## config.mk

```make
export PLATFORM = sky130hd
export DESIGN_NAME = marie_control_unit_flat
export DESIGN_NICKNAME = d
export VERILOG_FILES = /design/src/rtl/marie_pkg.sv /design/src/rtl/marie_control_unit_if.sv /design/src/rtl/marie_control_unit_alu.sv /design/src/rtl/marie_control_unit.sv /design/src/flat_wrapper.sv
export SDC_FILE = /design/constraint.sdc
export NUM_CORES = 1
export LEC_CHECK = 0
export BUFFER_PORTS_ARGS = -buffer_cell sky130_fd_sc_hd__buf_2
export CAP_MARGIN = 20
export CORE_UTILIZATION = 35
export DETAILED_ROUTE_END_ITERATION = 12
export PLACE_DENSITY_LB_ADDON = 0.12
export SLEW_MARGIN = 20
export SYNTH_ARGS = -nofsm -noshare
export SYNTH_HDL_FRONTEND = slang
export SYNTH_SLANG_ARGS = --single-unit
```

## constraint.sdc

```tcl
create_clock -name clk -period 3.2 [get_ports clk]
set_clock_uncertainty 0.15 [all_clocks]
set_input_delay 0.64 -clock clk [delete_from_list [all_inputs] [get_ports clk]]
set_output_delay 0.64 -clock clk [all_outputs]
set_load 0.02 [all_outputs]
```

## src/rtl/marie_pkg.sv

```systemverilog
// Shared types and constants for the MARIE accumulator CPU control unit.
package marie_pkg;

    localparam int MARIE_ADDR_W = 12;
    localparam int MARIE_DATA_W = 16;
    localparam int MARIE_OP_W   = 4;

    // Supported instruction opcodes (IR[15:12]); anything else decodes as illegal.
    typedef enum logic [3:0] {
        OP_LOAD     = 4'h1,
        OP_STORE    = 4'h2,
        OP_ADD      = 4'h3,
        OP_SUBT     = 4'h4,
        OP_HALT     = 4'h7,
        OP_SKIPCOND = 4'h8,
        OP_JUMP     = 4'h9,
        OP_CLEAR    = 4'hA,
        OP_ADDI     = 4'hB,
        OP_JUMPI    = 4'hC
    } opcode_t;

    // Sequencer states.
    typedef enum logic [3:0] {
        S_IDLE,
        S_F0,
        S_F1,
        S_F2,
        S_DECODE,
        S_RD1,
        S_RD2,
        S_IND,
        S_EXEC,
        S_WRITE,
        S_HALTED
    } state_t;

    // Skipcond condition field IR[11:10]; 2'b11 never skips.
    localparam logic [1:0] SKIP_LT = 2'b00;
    localparam logic [1:0] SKIP_EQ = 2'b01;
    localparam logic [1:0] SKIP_GT = 2'b10;

    // ALU operation codes.
    localparam logic [3:0] ALU_ADD = 4'b0000;
    localparam logic [3:0] ALU_SUB = 4'b0001;

endpackage

```

## src/rtl/marie_control_unit_if.sv

```systemverilog
// Main-memory port: the control unit is the master, the memory the slave.
interface marie_control_unit_if #(
    parameter int DATA_W = 16
);
    logic [DATA_W-1:0] mem_addr;
    logic [DATA_W-1:0] mem_wdata;
    logic              mem_we;
    logic [DATA_W-1:0] mem_rdata;

    modport master (
        output mem_addr,
        output mem_wdata,
        output mem_we,
        input  mem_rdata
    );

    modport slave (
        input  mem_addr,
        input  mem_wdata,
        input  mem_we,
        output mem_rdata
    );
endinterface

```

## src/rtl/marie_control_unit_alu.sv

```systemverilog
// Accumulator ALU: modulo-2^DATA_W add/subtract, no flags.
module marie_control_unit_alu
    import marie_pkg::*;
#(
    parameter int DATA_W = MARIE_DATA_W
) (
    input  logic [3:0]        op,
    input  logic [DATA_W-1:0] a,
    input  logic [DATA_W-1:0] b,
    output logic [DATA_W-1:0] y
);

    // Select the operation; unknown codes fall back to add.
    always_comb begin
        y = a + b;
        case (op)
            ALU_SUB: y = a - b;
            default: y = a + b;
        endcase
    end

endmodule

```

## src/rtl/marie_control_unit.sv

```systemverilog
// Fetch/decode/execute sequencer for the MARIE 16-bit accumulator CPU.
// Owns AC/PC/MAR/MBR/IR and masters a 1-cycle-latency synchronous memory.
module marie_control_unit
    import marie_pkg::*;
#(
    parameter int                ADDR_W   = MARIE_ADDR_W,
    parameter int                DATA_W   = MARIE_DATA_W,
    parameter logic [ADDR_W-1:0] RESET_PC = '0
) (
    input  logic                      clk,
    input  logic                      reset,
    input  logic                      start,
    marie_control_unit_if.master      mem,
    output logic                      busy,
    output logic                      halted,
    output logic                      instr_done,
    output logic                      illegal,
    output logic [DATA_W-1:0]         ac,
    output logic [ADDR_W-1:0]         pc,
    output logic [DATA_W-1:0]         ir
);

    state_t              state_q, state_d;
    logic [DATA_W-1:0]   ac_q, ac_d;
    logic [DATA_W-1:0]   mbr_q, mbr_d;
    logic [DATA_W-1:0]   ir_q, ir_d;
    logic [ADDR_W-1:0]   pc_q, pc_d;
    logic [ADDR_W-1:0]   mar_q, mar_d;
    logic                ind_q, ind_d;

    opcode_t             op;
    logic [3:0]          alu_op;
    logic [DATA_W-1:0]   alu_y;
    logic                ac_neg, ac_zero, skip;
    logic                decode_done, decode_illegal;

    assign op      = opcode_t'(ir_q[DATA_W-1 -: MARIE_OP_W]);
    assign alu_op  = (op == OP_SUBT) ? ALU_SUB : ALU_ADD;
    assign ac_neg  = ac_q[DATA_W-1];
    assign ac_zero = (ac_q == '0);

    marie_control_unit_alu #(.DATA_W(DATA_W)) u_alu (
        .op (alu_op),
        .a  (ac_q),
        .b  (mbr_q),
        .y  (alu_y)
    );

    // Skipcond condition evaluation on the signed accumulator.
    always_comb begin
        skip = 1'b0;
        case (ir_q[ADDR_W-1 -: 2])
            SKIP_LT: skip = ac_neg;
            SKIP_EQ: skip = ac_zero;
            SKIP_GT: skip = !ac_neg && !ac_zero;
            default: skip = 1'b0;
        endcase
    end

    // Next-state and register-transfer logic for every sequencer state.
    always_comb begin
        state_d        = state_q;
        ac_d           = ac_q;
        mbr_d          = mbr_q;
        ir_d           = ir_q;
        pc_d           = pc_q;
        mar_d          = mar_q;
        ind_d          = ind_q;
        decode_done    = 1'b0;
        decode_illegal = 1'b0;
        case (state_q)
            S_IDLE: if (start) state_d = S_F0;
            S_F0: begin
                mar_d   = pc_q;
                state_d = S_F1;
            end
            S_F1: state_d = S_F2;
            S_F2: begin
                ir_d    = mem.mem_rdata;
                pc_d    = pc_q + 1'b1;
                mar_d   = mem.mem_rdata[ADDR_W-1:0];
                state_d = S_DECODE;
            end
            S_DECODE: begin
                decode_done = 1'b1;
                state_d     = S_F0;
                case (op)
                    OP_LOAD, OP_ADD, OP_SUBT, OP_ADDI, OP_JUMPI: begin
                        decode_done = 1'b0;
                        state_d     = S_RD1;
                    end
                    OP_STORE: begin
                        decode_done = 1'b0;
                        state_d     = S_WRITE;
                    end
                    OP_JUMP:     pc_d = ir_q[ADDR_W-1:0];
                    OP_CLEAR:    ac_d = '0;
                    OP_SKIPCOND: if (skip) pc_d = pc_q + 1'b1;
                    OP_HALT:     state_d = S_HALTED;
                    default:     decode_illegal = 1'b1;
                endcase
            end
            S_RD1: state_d = S_RD2;
            S_RD2: begin
                mbr_d   = mem.mem_rdata;
                // AddI takes a second read through the pointer just fetched.
                state_d = (op == OP_ADDI && !ind_q) ? S_IND : S_EXEC;
            end
            S_IND: begin
                mar_d   = mbr_q[ADDR_W-1:0];
                ind_d   = 1'b1;
                state_d = S_RD1;
            end
            S_EXEC: begin
                case (op)
                    OP_LOAD:                   ac_d = mbr_q;
                    OP_ADD, OP_ADDI, OP_SUBT:  ac_d = alu_y;
                    OP_JUMPI:                  pc_d = mbr_q[ADDR_W-1:0];
                    default:                   ac_d = ac_q;
                endcase
                ind_d   = 1'b0;
                state_d = S_F0;
            end
            S_WRITE:  state_d = S_F0;
            S_HALTED: state_d = S_HALTED;
            default:  state_d = S_IDLE;
        endcase
    end

    // Architectural and sequencer registers with asynchronous reset.
    always_ff @(posedge clk or posedge reset) begin
        if (reset) begin
            state_q <= S_IDLE;
            ac_q    <= '0;
            mbr_q   <= '0;
            ir_q    <= '0;
            pc_q    <= RESET_PC;
            mar_q   <= '0;
            ind_q   <= 1'b0;
        end else begin
            state_q <= state_d;
            ac_q    <= ac_d;
            mbr_q   <= mbr_d;
            ir_q    <= ir_d;
            pc_q    <= pc_d;
            mar_q   <= mar_d;
            ind_q   <= ind_d;
        end
    end

    // Write enable decodes straight from state so reset kills it at once.
    assign mem.mem_we    = (state_q == S_WRITE);
    assign mem.mem_addr  = {{(DATA_W-ADDR_W){1'b0}}, mar_q};
    assign mem.mem_wdata = ac_q;

    assign busy       = (state_q != S_IDLE) && (state_q != S_HALTED);
    assign halted     = (state_q == S_HALTED);
    assign instr_done = decode_done || (state_q == S_WRITE) || (state_q == S_EXEC);
    assign illegal    = decode_illegal;
    assign ac         = ac_q;
    assign pc         = pc_q;
    assign ir         = ir_q;

endmodule
```

## src/flat_wrapper.sv

```systemverilog
// flat-port wrapper written by rule: the top's interface ports become plain ports
module marie_control_unit_flat import marie_pkg::*;
#(
    parameter int                ADDR_W   = MARIE_ADDR_W,
    parameter int                DATA_W   = MARIE_DATA_W,
    parameter logic [ADDR_W-1:0] RESET_PC = '0
)
  (clk, reset, start, busy, halted, instr_done, illegal, ac, pc, ir, mem_mem_addr, mem_mem_wdata, mem_mem_we, mem_mem_rdata);
  marie_control_unit_if #(.DATA_W(DATA_W)) mem_i ();
  input  logic clk;
  input  logic reset;
  input  logic start;
  output logic busy;
  output logic halted;
  output logic instr_done;
  output logic illegal;
  output logic [DATA_W-1:0] ac;
  output logic [ADDR_W-1:0] pc;
  output logic [DATA_W-1:0] ir;
  output wire logic [$bits(mem_i.mem_addr)-1:0] mem_mem_addr;
  output wire logic [$bits(mem_i.mem_wdata)-1:0] mem_mem_wdata;
  output wire logic [$bits(mem_i.mem_we)-1:0] mem_mem_we;
  input wire logic [$bits(mem_i.mem_rdata)-1:0] mem_mem_rdata;
  assign mem_mem_addr = mem_i.mem_addr;
  assign mem_mem_wdata = mem_i.mem_wdata;
  assign mem_mem_we = mem_i.mem_we;
  assign mem_i.mem_rdata = mem_mem_rdata;
  marie_control_unit #(.ADDR_W(ADDR_W), .DATA_W(DATA_W), .RESET_PC(RESET_PC)) u_core (.clk(clk), .reset(reset), .start(start), .mem(mem_i), .busy(busy), .halted(halted), .instr_done(instr_done), .illegal(illegal), .ac(ac), .pc(pc), .ir(ir));
endmodule
```

; ---- After elaboration in Yosys (flattened, before gate mapping)
; Index checks and enable logic that the tools add are counted.
[classes]
add_sub_neg = 3
eq_ne = 30
n_mux = 20
reduce_logical = 23
[op_table]
columns = cell, count
row1 = $pmux 12 s3, 2
row2 = $pmux 16 s2, 2
row3 = $pmux 4 s10, 1
row4 = $eq 4x4->1 const B, 8
row5 = $mux 16, 2
row6 = $eq 4x3->1 const B, 6
row7 = $mux 12, 2
row8 = $pmux 12 s2, 1
row9 = $add 16x16->16, 1
row10 = $eq 4x2->1 const B, 4
row11 = $logic_not 16->1, 1
row12 = $sub 16x16->16, 1
row13 = $add 12x1->12 const B, 1
row14 = $eq 4x1->1 const B, 3
row15 = $pmux 4 s3, 1
row16 = $reduce_or 10->1, 1
row17 = $mux 4, 2
row18 = $ne 2x2->1 const B, 3
row19 = $ne 3x2->1 const B, 2
row20 = $reduce_bool 3->1, 2
row21 = $reduce_or 6->1, 1
row22 = $mux 1, 5
row23 = $reduce_or 5->1, 1
row24 = $logic_not 4->1, 1
row25 = other kinds (16), 22
[word_totals]
reg_bits = 77
inputBits = 19
output_inout_bits = 81
elab_cells = 83

; ---- Depth between registers and ports, before layout
[depth]
depth_word = 7
depth_mapped = 14

; ---- Cells and area by module
; A second synthesis with hierarchy kept.
[unflattened]
cells_unflattened = 569
hier_area_um2 = 5296.3
[modules_own_cells]
columns = mod, n_inst, cells_per_inst, area_each_um2, seq_area_each_um2
row1 = marie_control_unit, 1, 404, 4141.5, 1926.8
row2 = marie_control_unit_alu, 1, 165, 1154.9, 0.0

; ---- Worst setup path after synthesis
; OpenSTA, ideal clock, no wires.
[synth_path]
path_type = register to register
from = reg u_core.ir_q[12], in the netlist u_core.ir[12]
to = reg u_core.ac_q[13], in the netlist u_core.ac[13]
setup_time_ns = 0.132
t_arrival_ns = 3.274
required_time_ns = 2.918
setup_slack_ns = -0.356
path_stages_with_launch = 15
path_buffers = 3
synth_period_minus_slack_ns = 3.556
cell_sequence = dfrtp_1 > clkbuf_1 > or3b_1 > nor2_2 > buf_2 > a21oi_1 > xnor2_1 > ha_1 > clkbuf_1 > a21oi_1 > o21ai_1 > or4b_1 > o221ai_1 > xnor2_1 > o21ai_1
[synth_between]
elab_chain_len = 6
[synth_lines]
columns = item, line
row1 = "start, declared", marie_control_unit.sv:26  ; logic [DATA_W-1:0] ir_q, ir_d;
row2 = "start signal, assigned", marie_control_unit.sv:144  ; ir_q <= ir_d;
row3 = $eq 4x3->1, "marie_control_unit.sv:38, marie_control_unit.sv:115"
row4 = $mux 1, marie_control_unit.sv:38  ; assign alu_op = (op == OP_SUBT) ? ALU_SUB : ALU_ADD;
row5 = $eq 4x1->1, marie_control_unit_alu.sv:16  ; case (op)
row6 = $mux 16, marie_control_unit_alu.sv:16
row7 = $pmux 16 s2, marie_control_unit.sv:115  ; case (op)
row8 = $pmux 16 s2, marie_control_unit.sv:71  ; case (state_q)
row9 = "end signal, assigned", marie_control_unit.sv:134  ; ac_q <= '0;
row10 = "end signal, assigned", marie_control_unit.sv:142  ; ac_q <= ac_d;
row11 = "end, declared", marie_control_unit.sv:24  ; logic [DATA_W-1:0] ac_q, ac_d;
; Several ways; a longest one is shown, not always the timed one.
; A chain may end at the register's enable or synchronous reset.

; ---- Worst setup path in the final report
; Ends and elaborated chain as after synthesis.

==> metrics.txt <==
# TYPE chip_impl_metric gauge
chip_impl_metric{name="via_per_inst",unit=""} 5.661
chip_impl_metric{name="ys_types",unit=""} 70
chip_impl_metric{name="fillers",unit=""} 1479
chip_impl_metric{name="synth_seq_cells",unit=""} 77
chip_impl_metric{name="fmax",unit="MHz"} 330.7
chip_impl_metric{name="cp.depth",unit=""} 12
chip_impl_metric{name="cts_sinks",unit=""} 77
chip_impl_info{name="result_of_the_run",value="finished, final reports clean"} 1
chip_impl_metric{name="layout-area-overhead-vs-synth",unit="%"} 20.53
chip_impl_metric{name="placed_cells",unit=""} 853
chip_impl_metric{name="grt_pass1_vias",unit=""} 4779
chip_impl_metric{name="clkTransAtPathRegs",unit="ps"} 70
chip_impl_metric{name="wire_length_of_the_first_global_routing_pass",unit="um"} 26210
chip_impl_metric{name="synth_compound_gate_area_share",unit=""} 0.2439
chip_impl_metric{name="period_needed",unit="ps"} 3024
chip_impl_metric{name="final_hold_viol_count",unit=""} 0
chip_impl_info{name="worstSetupEndpointType",value="flop"} 1
chip_impl_metric{name="clock_power_share",unit=""} 0.132
chip_impl_info{name="setup_repair_after_global_routing_missed_its_margin",value="false"} 1
chip_impl_metric{name="grt_antenna_before_repair",unit=""} 0
chip_impl_metric{name="tritoncts.num_buffers",unit=""} 9
chip_impl_metric{name="net-switching-power",unit="W"} 0.004187
chip_impl_metric{name="drc",unit=""} 0
chip_impl_metric{name="num-nets-final",unit=""} 718
chip_impl_metric{name="totalWireLength",unit="um"} 16240
chip_impl_metric{name="portion_of_synthesized_cell_area_occupied_by_the_leading_cell_type",unit=""} 0.3561
chip_impl_info{name="clock-root-buffer",value="sky130_fd_sc_hd__clkbuf_16"} 1
chip_impl_metric{name="via_count",unit=""} 4948
chip_impl_metric{name="r2r_cells",unit=""} 12
chip_impl_metric{name="total_setup_violations_reported_at_the_end_of_the_flow",unit=""} 0
chip_impl_info{name="yosys-top-cells-count",value="77 x sky130_fd_sc_hd__dfrtp_1, 44 x sky130_fd_sc_hd__a21oi_1, 42 x sky130_fd_sc_hd__nand2_1, 35 x sky130_fd_sc_hd__mux2_2, 34 x sky130_fd_sc_hd__nor2_1"} 1
chip_impl_metric{name="drtAntennaViolNets",unit=""} 0
chip_impl_info{name="worst_hold_path_type",value="input port to async pin"} 1
chip_impl_metric{name="port_buffers",unit=""} 95
chip_impl_metric{name="critical_path_buf_inv_count",unit=""} 1
chip_impl_metric{name="synth-edff-count",unit=""} 0
chip_impl_metric{name="utilization",unit=""} 0.4306
chip_impl_info{name="crit_path_frequent_cell",value="sky130_fd_sc_hd__xnor2_1"} 1
chip_impl_metric{name="clock_tree.htree_level_count",unit=""} 3
chip_impl_metric{name="grt.total_usage",unit=""} 0.2105
chip_impl_metric{name="syn_area_per_cell",unit="um2"} 9.080
chip_impl_info{name="path_cells",value="or3b_4, nor2_4, buf_4, a31oi_1, xnor2_1, ha_1, a21oi_2, o21ai_2, or4b_1, o221ai_2, xnor2_1, o21ai_1"} 1
chip_impl_metric{name="mappedNetlistArea",unit="mm2"} 0.005411
chip_impl_metric{name="arrival",unit="ps"} 3090
chip_impl_metric{name="dieWidth",unit="um"} 126.3
chip_impl_metric{name="crit_path_max_incr_delay",unit="ps"} 480
chip_impl_metric{name="yosys_warnings",unit=""} 0
chip_impl_metric{name="share_of_total_power_in_combinational_logic",unit=""} 0.633
chip_impl_metric{name="slew_headroom",unit=""} 0.4677
chip_impl_metric{name="p_leak",unit="nW"} 2.853
chip_impl_metric{name="reg2reg_setup_slack",unit="ps"} 180
chip_impl_metric{name="layout-drive-gt1-share",unit=""} 0.3353
chip_impl_metric{name="maxCapViolations",unit=""} 0
chip_impl_metric{name="core_region_area",unit="mm2"} 0.01515
chip_impl_info{name="synth_top_family_by_area",value="compound AO/OA/AOI/OAI gates"} 1
chip_impl_metric{name="clkLatencyLatePin",unit="ps"} 350
chip_impl_metric{name="p_int",unit="W"} 0.004484
chip_impl_metric{name="max-vdd-ir-drop",unit="mV"} 0.5527
chip_impl_metric{name="fp.dieArea",unit="mm2"} 0.01596
chip_impl_metric{name="critical_path_fanouts_max",unit=""} 7
chip_impl_metric{name="gp_congestion",unit=""} 0.8513
chip_impl_info{name="cp_slowest_cell",value="sky130_fd_sc_hd__or4b_1"} 1
chip_impl_info{name="yosys-top-cells-area",value="sky130_fd_sc_hd__dfrtp_1 36%, sky130_fd_sc_hd__mux2_2 7.3%, sky130_fd_sc_hd__a21oi_1 4.1%, sky130_fd_sc_hd__ha_1 3.9%, sky130_fd_sc_hd__buf_4 3.3%"} 1
chip_impl_metric{name="synth_xor_xnor_area_share",unit=""} 0.03884
chip_impl_metric{name="routedWlPerCell",unit="um"} 18.58
chip_impl_info{name="critical_path.top_delay_family",value="simple AND/OR/NAND/NOR gates"} 1
chip_impl_metric{name="initial_core_util",unit=""} 0.3573
chip_impl_metric{name="detailedPlacementHpwl",unit="um"} 11900
chip_impl_info{name="synth_most_common_cell",value="sky130_fd_sc_hd__dfrtp_1"} 1
chip_impl_metric{name="period_share",unit=""} 0.9450
chip_impl_info{name="setup.worst_path.class",value="flop to flop"} 1
chip_impl_metric{name="floorplan.io_pins",unit=""} 100
chip_impl_metric{name="synth-simple-area-share",unit=""} 0.1612
chip_impl_metric{name="power_switching_share",unit=""} 0.4829
chip_impl_metric{name="detailedRoute.firstIterationViolations",unit=""} 310
chip_impl_info{name="synth.largest_area_cell",value="sky130_fd_sc_hd__dfrtp_1"} 1
chip_impl_metric{name="drt-pass1-iter-count",unit=""} 5
chip_impl_metric{name="postSynth.asyncResetShare",unit=""} 1.000
chip_impl_metric{name="chipHeight",unit="um"} 126.3
chip_impl_metric{name="max_slew.worst_pin.slew",unit="ps"} 798.5
chip_impl_info{name="postSynth.topFlopCell",value="sky130_fd_sc_hd__dfrtp_1"} 1
chip_impl_metric{name="worstPathRequired",unit="ps"} 3260
chip_impl_metric{name="grt_max_degree",unit=""} 36
chip_impl_metric{name="cts-root-to-sink-buffers",unit=""} 2
chip_impl_metric{name="antenna_diode_count",unit=""} 0
chip_impl_metric{name="finalMaxSlewViolations",unit=""} 0
chip_impl_metric{name="synth.mux.area_fraction",unit=""} 0.08069
chip_impl_metric{name="std_cell_rows",unit=""} 45
chip_impl_metric{name="postSynthCellCount",unit=""} 596
chip_impl_metric{name="adder_cell_share_of_the_synthesized_area",unit=""} 0.04301
chip_impl_info{name="cts_tree",value="done"} 1
chip_impl_metric{name="power_per_cell_area",unit="mW/mm2"} 1329
chip_impl_metric{name="layout.cells.non_filler",unit=""} 874
chip_impl_metric{name="placement.setup.worst_slack",unit="ps"} 82.58
chip_impl_info{name="startpoint_type_of_the_worst_setup_path",value="flop"} 1
chip_impl_metric{name="globalRouteOverflowTotal",unit=""} 0
chip_impl_metric{name="setup_slack",unit="ps"} 176.1
chip_impl_metric{name="share_seq_of_total_power",unit=""} 0.236
chip_impl_metric{name="seq_area_frac_synth",unit=""} 0.3561
## sequential cells by signal (all words and copies together) (netlist names)
register,cells
u_core.ac,16
u_core.mbr_q,16
u_core.state_q,4
u_core.mar_q,12
u_core.ir,16
u_core.pc,12
u_core.ind_q,1
## area by class of cell
class | instances | area [um2] | share of cell area
Clock buffer | 10 | 239.0 | 0.03664
Clock inverter | 6 | 86.33 | 0.01324
Inverter | 16 | 61.31 | 0.009400
Multi-Input combinational cell | 443 | 3198 | 0.4903
Sequential cell | 77 | 1931 | 0.2960
Tap cell | 188 | 235.2 | 0.03606
Timing Repair Buffer | 134 | 772.0 | 0.1184
## cells by family (layout without fill, tap and decap cells)
| family | Yosys count | in the layout |
|---|---|---|
| fa+ha+maj | 18 | 18 |
| flops | 77 | 77 |
| buf+inv | 79 | 166 |
| compound gates | 198 | 198 |
| other cells | 1 | 4 |
| mux | 39 | 39 |
| xor+xnor | 24 | 24 |
| simple gates | 160 | 160 |
## stage by stage
step | instance area, um2 | TNS (ps) | power, W | hold WS (ps)
floorplan | 5475 | -103.5 | 0.005904 | 336.4
global placement | 6085 | 0 | 0.007278 | 372.9
detailed placement | 6085 | 0 | 0.007335 | 383.6
CTS | 6410 | 0 | 0.008506 | 218.3
global route | 6523 | 0 | 0.009361 | 263.8
finish | 6523 | 0 | 0.008670 | 200.2
## cell usage in the layout (no fill, tap or decap), types with 12 or more instances in the layout
cell	netlist	final
sky130_fd_sc_hd__a21oi_1	44	36
sky130_fd_sc_hd__a22o_1	16	16
sky130_fd_sc_hd__a22oi_1	13	13
sky130_fd_sc_hd__buf_2	12	95
sky130_fd_sc_hd__buf_4	24	38
sky130_fd_sc_hd__dfrtp_1	77	74
sky130_fd_sc_hd__ha_1	17	16
sky130_fd_sc_hd__inv_1	16	15
sky130_fd_sc_hd__mux2_2	35	35
sky130_fd_sc_hd__nand2_1	42	42
sky130_fd_sc_hd__nand3_1	13	13
sky130_fd_sc_hd__nor2_1	34	34
sky130_fd_sc_hd__nor3_1	12	12
sky130_fd_sc_hd__o21ai_0	26	24
sky130_fd_sc_hd__o21ai_1	16	16
sky130_fd_sc_hd__o22ai_1	25	25
sky130_fd_sc_hd__xnor2_1	17	16
## final timing paths
| path | start | endpoint |
|---|---|---|
| worst max-delay path | u_core.ir[12] | u_core.ac[13] |
| max in group asynchronous | reset | u_core.mar_q[9] |
| worst max register to register | u_core.ir[12] | u_core.ac[13] |
| worst min register to register | u_core.ir[3] | u_core.ir[3] |
| min in group clk | mem_mem_rdata[13] | u_core.mbr_q[13] |
| worst min-delay path | reset | u_core.ir[6] |
## metal layers
layer  wire length, um  share of wire  vias to the layer above  GRT usage
li1                  -              -                     2364          -
met1              7683           0.47                     2431     0.2913
met2              7606           0.47                      133     0.3354
met5                 0              0                        -          0
met4               310          0.019                        0    0.07654
met3               641          0.039                       20    0.02910
## worst register-to-register path: stages, from the launching register on
cell and delay, ps:
sky130_fd_sc_hd__dfrtp_2 390, sky130_fd_sc_hd__or3b_4 440, sky130_fd_sc_hd__nor2_4 190, sky130_fd_sc_hd__buf_4 150
sky130_fd_sc_hd__a31oi_1 40, sky130_fd_sc_hd__xnor2_1 150, sky130_fd_sc_hd__ha_1 230, sky130_fd_sc_hd__a21oi_2 170
sky130_fd_sc_hd__o21ai_2 90, sky130_fd_sc_hd__or4b_1 480, sky130_fd_sc_hd__o221ai_2 210, sky130_fd_sc_hd__xnor2_1 140
sky130_fd_sc_hd__o21ai_1 70
## power groups by stage
stage	sequential [W]	combinational (W)	clock, W
after global routing	0.00213	0.00603	0.00120
after global placement	0.00204	0.00524	0
after detailed placement	0.00206	0.00528	0
after floorplan	0.00229	0.00362	0
after CTS	0.00204	0.00530	0.00117
final	0.00205	0.00548	0.00114
## what timing repair did
action | in CTS | in global routing
setup endpoints to repair | 0 | 8
resized for setup | 0 | 22
hold buffers | 0 | 0
setup buffers | 0 | 5
(Power assumes the default switching activity.)
